[src/rtl/rr_req_collect_if.sv]
`default_nettype none
// ============================================================================
//  Module   : rr_req_collect_if
//  Brief    : Source / arbiter / grant bundle for rr_req_collect. Adds
//             drop_o / drop_clr_i when RR_REQ_DROP_FLAG_EN is defined.
//  Revision : 1.0  initial release
// ============================================================================
interface rr_req_collect_if #(
    parameter int REQCNT   = 5,
    parameter int REQWIDTH = $clog2(REQCNT)
);
    logic [REQCNT-1:0]   src_req_i;
    logic [REQCNT-1:0]   src_full_o;
    logic [REQCNT-1:0]   arb_req_o;
    logic                arb_req_val_o;
    logic [REQWIDTH-1:0] arb_num_i;
    logic                gnt_valid_o;
    logic [REQWIDTH-1:0] gnt_num_o;
    logic                gnt_ready_i;
`ifdef RR_REQ_DROP_FLAG_EN
    logic [REQCNT-1:0]   drop_o;
    logic                drop_clr_i;
`endif

    modport master (
        input  src_req_i, arb_num_i, gnt_ready_i,
`ifdef RR_REQ_DROP_FLAG_EN
        input  drop_clr_i,
        output drop_o,
`endif
        output src_full_o, arb_req_o, arb_req_val_o, gnt_valid_o, gnt_num_o
    );

    modport slave (
        output src_req_i, arb_num_i, gnt_ready_i,
`ifdef RR_REQ_DROP_FLAG_EN
        output drop_clr_i,
        input  drop_o,
`endif
        input  src_full_o, arb_req_o, arb_req_val_o, gnt_valid_o, gnt_num_o
    );
endinterface
`default_nettype wire

[src/rtl/rr_req_collect.sv]
`default_nettype none
// ============================================================================
//  Module   : rr_req_collect
//  Brief    : Per-source pending request counters feeding a round-robin
//             arbiter, with a valid/ready grant output. Optional sticky drop
//             flags under macro RR_REQ_DROP_FLAG_EN.
//  Revision : 1.0  initial release
// ============================================================================
module rr_req_collect #(
    parameter int REQCNT   = 5,
    parameter int REQWIDTH = $clog2(REQCNT),
    parameter int CNTW     = 3
) (
    input  wire logic       clk_i,
    input  wire logic       rst_n_i,
    rr_req_collect_if.master bus
);

    localparam logic [CNTW-1:0] c_cnt_max = '1;

    typedef enum logic [1:0] {
        ST_IDLE = 2'd0,
        ST_ARB  = 2'd1,
        ST_GNT  = 2'd2
    } state_t;

    state_t              r_state;
    logic [CNTW-1:0]     r_cnt [REQCNT];
    logic                r_arb_req_val;
    logic                r_gnt_valid;
    logic [REQWIDTH-1:0] r_gnt_num;

    logic [REQCNT-1:0]   w_inc;
    logic [REQCNT-1:0]   w_dec;
    logic [REQCNT-1:0]   w_full;
    logic [REQCNT-1:0]   w_pending;
    logic                w_arb_hit;
    logic                w_accept;

    // Winner check is done by compare rather than indexing so an
    // out-of-range arbiter index simply fails the check.
    always_comb begin
        w_accept  = r_gnt_valid && bus.gnt_ready_i;
        w_arb_hit = 1'b0;
        w_inc     = '0;
        w_dec     = '0;
        w_full    = '0;
        w_pending = '0;
        for (int k = 0; k < REQCNT; k++) begin
            w_full[k]    = (r_cnt[k] == c_cnt_max);
            w_pending[k] = (r_cnt[k] != '0);
            w_inc[k]     = bus.src_req_i[k] && !w_full[k];
            w_dec[k]     = w_accept && (r_gnt_num == REQWIDTH'(k));
            if (bus.arb_num_i == REQWIDTH'(k) && w_pending[k])
                w_arb_hit = 1'b1;
        end
    end

    always_ff @(posedge clk_i) begin
        if (!rst_n_i) begin
            for (int k = 0; k < REQCNT; k++)
                r_cnt[k] <= '0;
        end else begin
            for (int k = 0; k < REQCNT; k++) begin
                case ({w_inc[k], w_dec[k]})
                    2'b10:   r_cnt[k] <= r_cnt[k] + CNTW'(1);
                    2'b01:   r_cnt[k] <= r_cnt[k] - CNTW'(1);
                    default: r_cnt[k] <= r_cnt[k];
                endcase
            end
        end
    end

    // ARB lasts exactly one cycle so the arbiter advances once per grant.
    always_ff @(posedge clk_i) begin
        if (!rst_n_i) begin
            r_state       <= ST_IDLE;
            r_arb_req_val <= 1'b0;
            r_gnt_valid   <= 1'b0;
            r_gnt_num     <= '0;
        end else begin
            case (r_state)
                ST_IDLE: begin
                    if (|w_pending) begin
                        r_state       <= ST_ARB;
                        r_arb_req_val <= 1'b1;
                    end
                end
                ST_ARB: begin
                    r_arb_req_val <= 1'b0;
                    if (w_arb_hit) begin
                        r_gnt_num   <= bus.arb_num_i;
                        r_gnt_valid <= 1'b1;
                        r_state     <= ST_GNT;
                    end else begin
                        r_state     <= ST_IDLE;
                    end
                end
                ST_GNT: begin
                    if (bus.gnt_ready_i) begin
                        r_gnt_valid <= 1'b0;
                        r_state     <= ST_IDLE;
                    end
                end
                default: begin
                    r_state       <= ST_IDLE;
                    r_arb_req_val <= 1'b0;
                    r_gnt_valid   <= 1'b0;
                end
            endcase
        end
    end

`ifdef RR_REQ_DROP_FLAG_EN
    logic [REQCNT-1:0] r_drop;

    // A new drop in the same cycle as a clear keeps its flag.
    always_ff @(posedge clk_i) begin
        if (!rst_n_i)
            r_drop <= '0;
        else
            r_drop <= (r_drop & ~{REQCNT{bus.drop_clr_i}}) | (bus.src_req_i & w_full);
    end

    assign bus.drop_o = r_drop;
`endif

    assign bus.src_full_o    = w_full;
    assign bus.arb_req_o     = w_pending;
    assign bus.arb_req_val_o = r_arb_req_val;
    assign bus.gnt_valid_o   = r_gnt_valid;
    assign bus.gnt_num_o     = r_gnt_num;

endmodule
`default_nettype wire

[src/flat_wrapper.sv]
// flat-port wrapper written by rule: the top's interface ports become plain ports
module rr_req_collect_flat 
#(
    parameter int REQCNT   = 5,
    parameter int REQWIDTH = $clog2(REQCNT),
    parameter int CNTW     = 3
)
  (clk_i, rst_n_i, bus_src_req_i, bus_arb_num_i, bus_gnt_ready_i, bus_src_full_o, bus_arb_req_o, bus_arb_req_val_o, bus_gnt_valid_o, bus_gnt_num_o);
  rr_req_collect_if #(.REQCNT(REQCNT), .REQWIDTH(REQWIDTH)) bus_i ();
  input  wire logic clk_i;
  input  wire logic rst_n_i;
  input wire logic [$bits(bus_i.src_req_i)-1:0] bus_src_req_i;
  input wire logic [$bits(bus_i.arb_num_i)-1:0] bus_arb_num_i;
  input wire logic [$bits(bus_i.gnt_ready_i)-1:0] bus_gnt_ready_i;
  output wire logic [$bits(bus_i.src_full_o)-1:0] bus_src_full_o;
  output wire logic [$bits(bus_i.arb_req_o)-1:0] bus_arb_req_o;
  output wire logic [$bits(bus_i.arb_req_val_o)-1:0] bus_arb_req_val_o;
  output wire logic [$bits(bus_i.gnt_valid_o)-1:0] bus_gnt_valid_o;
  output wire logic [$bits(bus_i.gnt_num_o)-1:0] bus_gnt_num_o;
  assign bus_i.src_req_i = bus_src_req_i;
  assign bus_i.arb_num_i = bus_arb_num_i;
  assign bus_i.gnt_ready_i = bus_gnt_ready_i;
  assign bus_src_full_o = bus_i.src_full_o;
  assign bus_arb_req_o = bus_i.arb_req_o;
  assign bus_arb_req_val_o = bus_i.arb_req_val_o;
  assign bus_gnt_valid_o = bus_i.gnt_valid_o;
  assign bus_gnt_num_o = bus_i.gnt_num_o;
  rr_req_collect #(.REQCNT(REQCNT), .REQWIDTH(REQWIDTH), .CNTW(CNTW)) u_core (.clk_i(clk_i), .rst_n_i(rst_n_i), .bus(bus_i));
endmodule
[config.mk]
export PLATFORM = sky130hd
export DESIGN_NAME = rr_req_collect_flat
export DESIGN_NICKNAME = d
export VERILOG_FILES = /design/src/rtl/rr_req_collect_if.sv /design/src/rtl/rr_req_collect.sv /design/src/flat_wrapper.sv
export SDC_FILE = /design/constraint.sdc
export NUM_CORES = 1
export LEC_CHECK = 0
export ABC_AREA = 1
export BUFFER_PORTS_ARGS = -buffer_cell sky130_fd_sc_hd__buf_2
export CAP_MARGIN = 20
export CORE_AREA = 2 2 75 77
export CTS_CLUSTER_SIZE = 28
export DETAILED_ROUTE_END_ITERATION = 12
export DIE_AREA = 0 0 77 79
export PLACE_DENSITY = 0.56
export SYNTH_ARGS = -nofsm -noshare
export SYNTH_HDL_FRONTEND = slang
export SYNTH_SLANG_ARGS = --single-unit
[constraint.sdc]
create_clock -name clk_i -period 5.72 [get_ports clk_i]
set_input_delay 0.286 -clock clk_i [delete_from_list [all_inputs] [get_ports clk_i]]
set_output_delay 0.286 -clock clk_i [all_outputs]
set_load 0.1 [all_outputs]
==> impl_results.md <==
* Synth Area in Compound Gates at 5.35%
* Maxcap violations at 0
* Worst-path maximum fanout at 3
* Clk_skew at between 0.005 and 0.006 ns
* Final setup fails at 0
* Worst VDD drop at 200 uV
* Post-Synth XOR/XNOR Area at just over 5%
* Crit path buf inv count at 2
* Worst hold path class: in -> reg
* Switching pwr at about 230 uW
* Final setup TNS at 0 ns
* Most common cell in the netlist: inv_1
* Critical Path End: u_core.r_cnt[0][2]
* WP depth at 9
* Final WL at approximately 3100 um
* Gate Count Post-Synth at 190
* HPWL Detailed at between 2000 and 2500 um
* Vias per cell at roughly 4.2
* Total gr overflow at 0
* DR vias at roughly 1200
* DR iter-0 viols at 55
* Max Slew Vio Count at 0
* Synthesized Nets at about 220
* Power share of the clock group at about a fifth
* Skew-Pair Late Insertion Delay at 0.27 ns
* Ant. Diodes at 0
* Vias in the first global route at between 1000 and 1500
* Routed Antenna Nets at 0
* Total CTS buffers at 3
* Largest stage delay, worst path at between 0.4 and 0.5 ns
* RSZ-0062 raised after global routing: false
* Worst EP arrival at ~2.3 ns
* Critical path's top delay family: adder cells
* Period Utilization, post-route at approximately 39%
* Slowest library cell on the worst path: fa_1
* Slew @ Worst Pin at around 0.51 ns
* Layout cells sized above 1 at 15.7%
* Largest family of logic cells by synthesized area: simple AND/OR/NAND/NOR gates
* Synth top area share at 29.2%
* Multiplexer share of the synthesized area at less than 1%
* Mapped Avg Cell Area at a little over 8 sq um
* Critical R2R Capture: u_core.r_cnt[0][2]
* DIE HEIGHT at around 79 um
* Largest net degree at the start of global routing at 19
* Yosys Warn Count at 0
* Ys async rst share at 0%
* CTS tree: yes
* Bufs on Longest Clock Path at 2
* Min cycle time layout at approximately 2.3 ns
* Routability Congestion at 0.734
* Final core occ at around a third
* # hold bufs at CTS at 0
* Area contributors post-synth: edfxtp_1 29%, ha_1 11%, inv_1 9.7%
* Die X at 77 um
* Post-CTS Setup Repair Bufs at 0
* Cell row count at 27
* Post_cts resized at 0
* Sequential Power Share at around 40%
* GRT Util Overall at between 10% and 20%
* Seq/Total Area, Yosys at a little under two fifths
* Sw frac at a little over two fifths
* Reg2Reg Depth at 9
* Core area at between 5000 and 6000 sq um
* Pint at ~300 uW
* Simple-gate area share of the yosys netlist at around 22%
* CP Data Required Time at ~5.7 ns
* Critical path launch point type: register
* Starting Density at between 20% and 30%
* Area Growth Syn to Fin at 16.1%
* Mapped Area at around 1500 sq um
* Worst setup path startpoint: u_core.r_cnt[0][0]
* Initial antenna violation count at 0
* RR Startpoint: u_core.r_cnt[0][0]
* DR WL/cell at 10.9 um
* Global-route wire length before repair at between 5000 and 6000 um
* Clock transition at the registers of the reported paths at approximately 0.080 ns
* Endpoints failing hold at 0
* Commonest cells post-synth: 40 x inv_1, 35 x nor2_1, 27 x nand2_1
* Worst R2R Setup Slack at approximately 3.5 ns
* Status: completed
* Root buffer cell: clkbuf_8
* Ports at 26
* Nets@finish at around 250
* Synth unique cells at 23
* DRC at 0
* #FFs+latches synth at 22
* Yosys top cell by area: edfxtp_1
* Crit Path Class: reg -> reg
* Critical path cell sequence: inv_1 > o31ai_1 > ha_1 > nand2_1 > fa_1 > xnor2_1 > xnor2_1 > inv_1 > nor2_1
* Crit. End Element: register
* Comb power frac at between 30% and 40%
* Sink Count at 22
* Leakage at 0.847 nW
* Die Area at between 6000 and 7000 sq um
* Synth Area in Adders at 16.5%
* TritonRoute pass-1 iters at 4
* FMAX at roughly 0.44 GHz
* Relative slew slack at between 60% and 70%
* Top_reg_cell synth: edfxtp_1
* Post-synth EDFFs at 15
* Port Buffer Count at 25
* Power Dens Cells at about 300 nW/um^2
* CTS H-tree depth at 1
## cells by family after synthesis
family | count (synthesis)
and+or+nand+nor | 81
AOI/OAI and AO/OA | 14
muxes | 1
DFF | 22
adders and majority gates | 18
buffers and inverters | 45
xor gates and xnor gates | 9
## layer usage
metal / vias to the layer above / global-route usage [%] / part of all wire (%)
met4: 0 / 1.61 / 0.48
met5: - / 0 / 0
li1: 641 / - / -
met3: 2 / 2.84 / 4.4
met1: 556 / 15.0 / 51
met2: 23 / 17.8 / 44
## through the flow
stage,std cells,setup WS (ns),power (mW),cell area (sq um),hold WS (ns)
detailed placement,284,3.44,0.426,1740,0.464
global route,288,3.25,0.570,1790,0.313
finish,288,3.46,0.535,1790,0.301
global placement,284,3.49,0.423,1740,0.459
floorplan,190,2.94,0.388,1540,0.421
CTS,288,3.46,0.541,1790,0.296
## worst reg2reg max path: stages, from the launching register on
cell	delay, ns
edfxtp_1	0.37
inv_1	0.09
o31ai_1	0.36
ha_1	0.24
nand2_1	0.11
fa_1	0.46
xnor2_1	0.15
xnor2_1	0.13
inv_1	0.05
nor2_1	0.03
## power groups by stage
stage | clock [mW] | combinational, mW | sequential, mW
floorplan | 0 | 0.144 | 0.244
global placement | 0 | 0.208 | 0.215
detailed placement | 0 | 0.211 | 0.215
CTS | 0.117 | 0.212 | 0.212
global route | 0.125 | 0.230 | 0.215
finish | 0.114 | 0.210 | 0.212
## cell usage in the layout (no fill, tap or decap), types with 7 or more instances in the layout
| master | n |
|---|---|
| nand2_1 | 27 |
| edfxtp_1 | 15 |
| ha_1 | 14 |
| o21ai_0 | 7 |
| nor2_1 | 35 |
| inv_1 | 40 |
| xnor2_1 | 8 |
| dfxtp_1 | 7 |
| buf_2 | 25 |
| nor3_1 | 8 |
## sequential cells by signal, indices dropped and copies added, names as in the netlist
signal / flops
u_core.bus.gnt_valid_o: 1
u_core.r_state: 2
u_core.bus.arb_req_val_o: 1
u_core.r_cnt: 15
u_core.bus.gnt_num_o: 3
## final cells by class
class	instances	area, sq um
Timing Repair Buffer	25	125
Sequential cell	22	591
Tap cell	72	90.1
Inverter	42	158
Multi-Input combinational cell	123	773
Fill cell	589	3550
Clock buffer	4	55.1
## how the worst min path moves through the flow
stage,to,cells past startpoint,startpoint,slack (ns)
floorplan,u_core.bus.gnt_num_o[0],2,bus_arb_num_i[0],0.42
global placement,u_core.bus.arb_req_val_o,2,u_core.bus.arb_req_val_o,0.46
detailed placement,u_core.bus.arb_req_val_o,2,u_core.bus.arb_req_val_o,0.46
CTS,u_core.bus.gnt_num_o[1],3,bus_arb_num_i[1],0.30
global route,u_core.bus.gnt_num_o[2],3,bus_arb_num_i[2],0.31
finish,u_core.bus.gnt_num_o[1],3,bus_arb_num_i[1],0.30
Note: power is estimated with default switching activity, not from simulation.
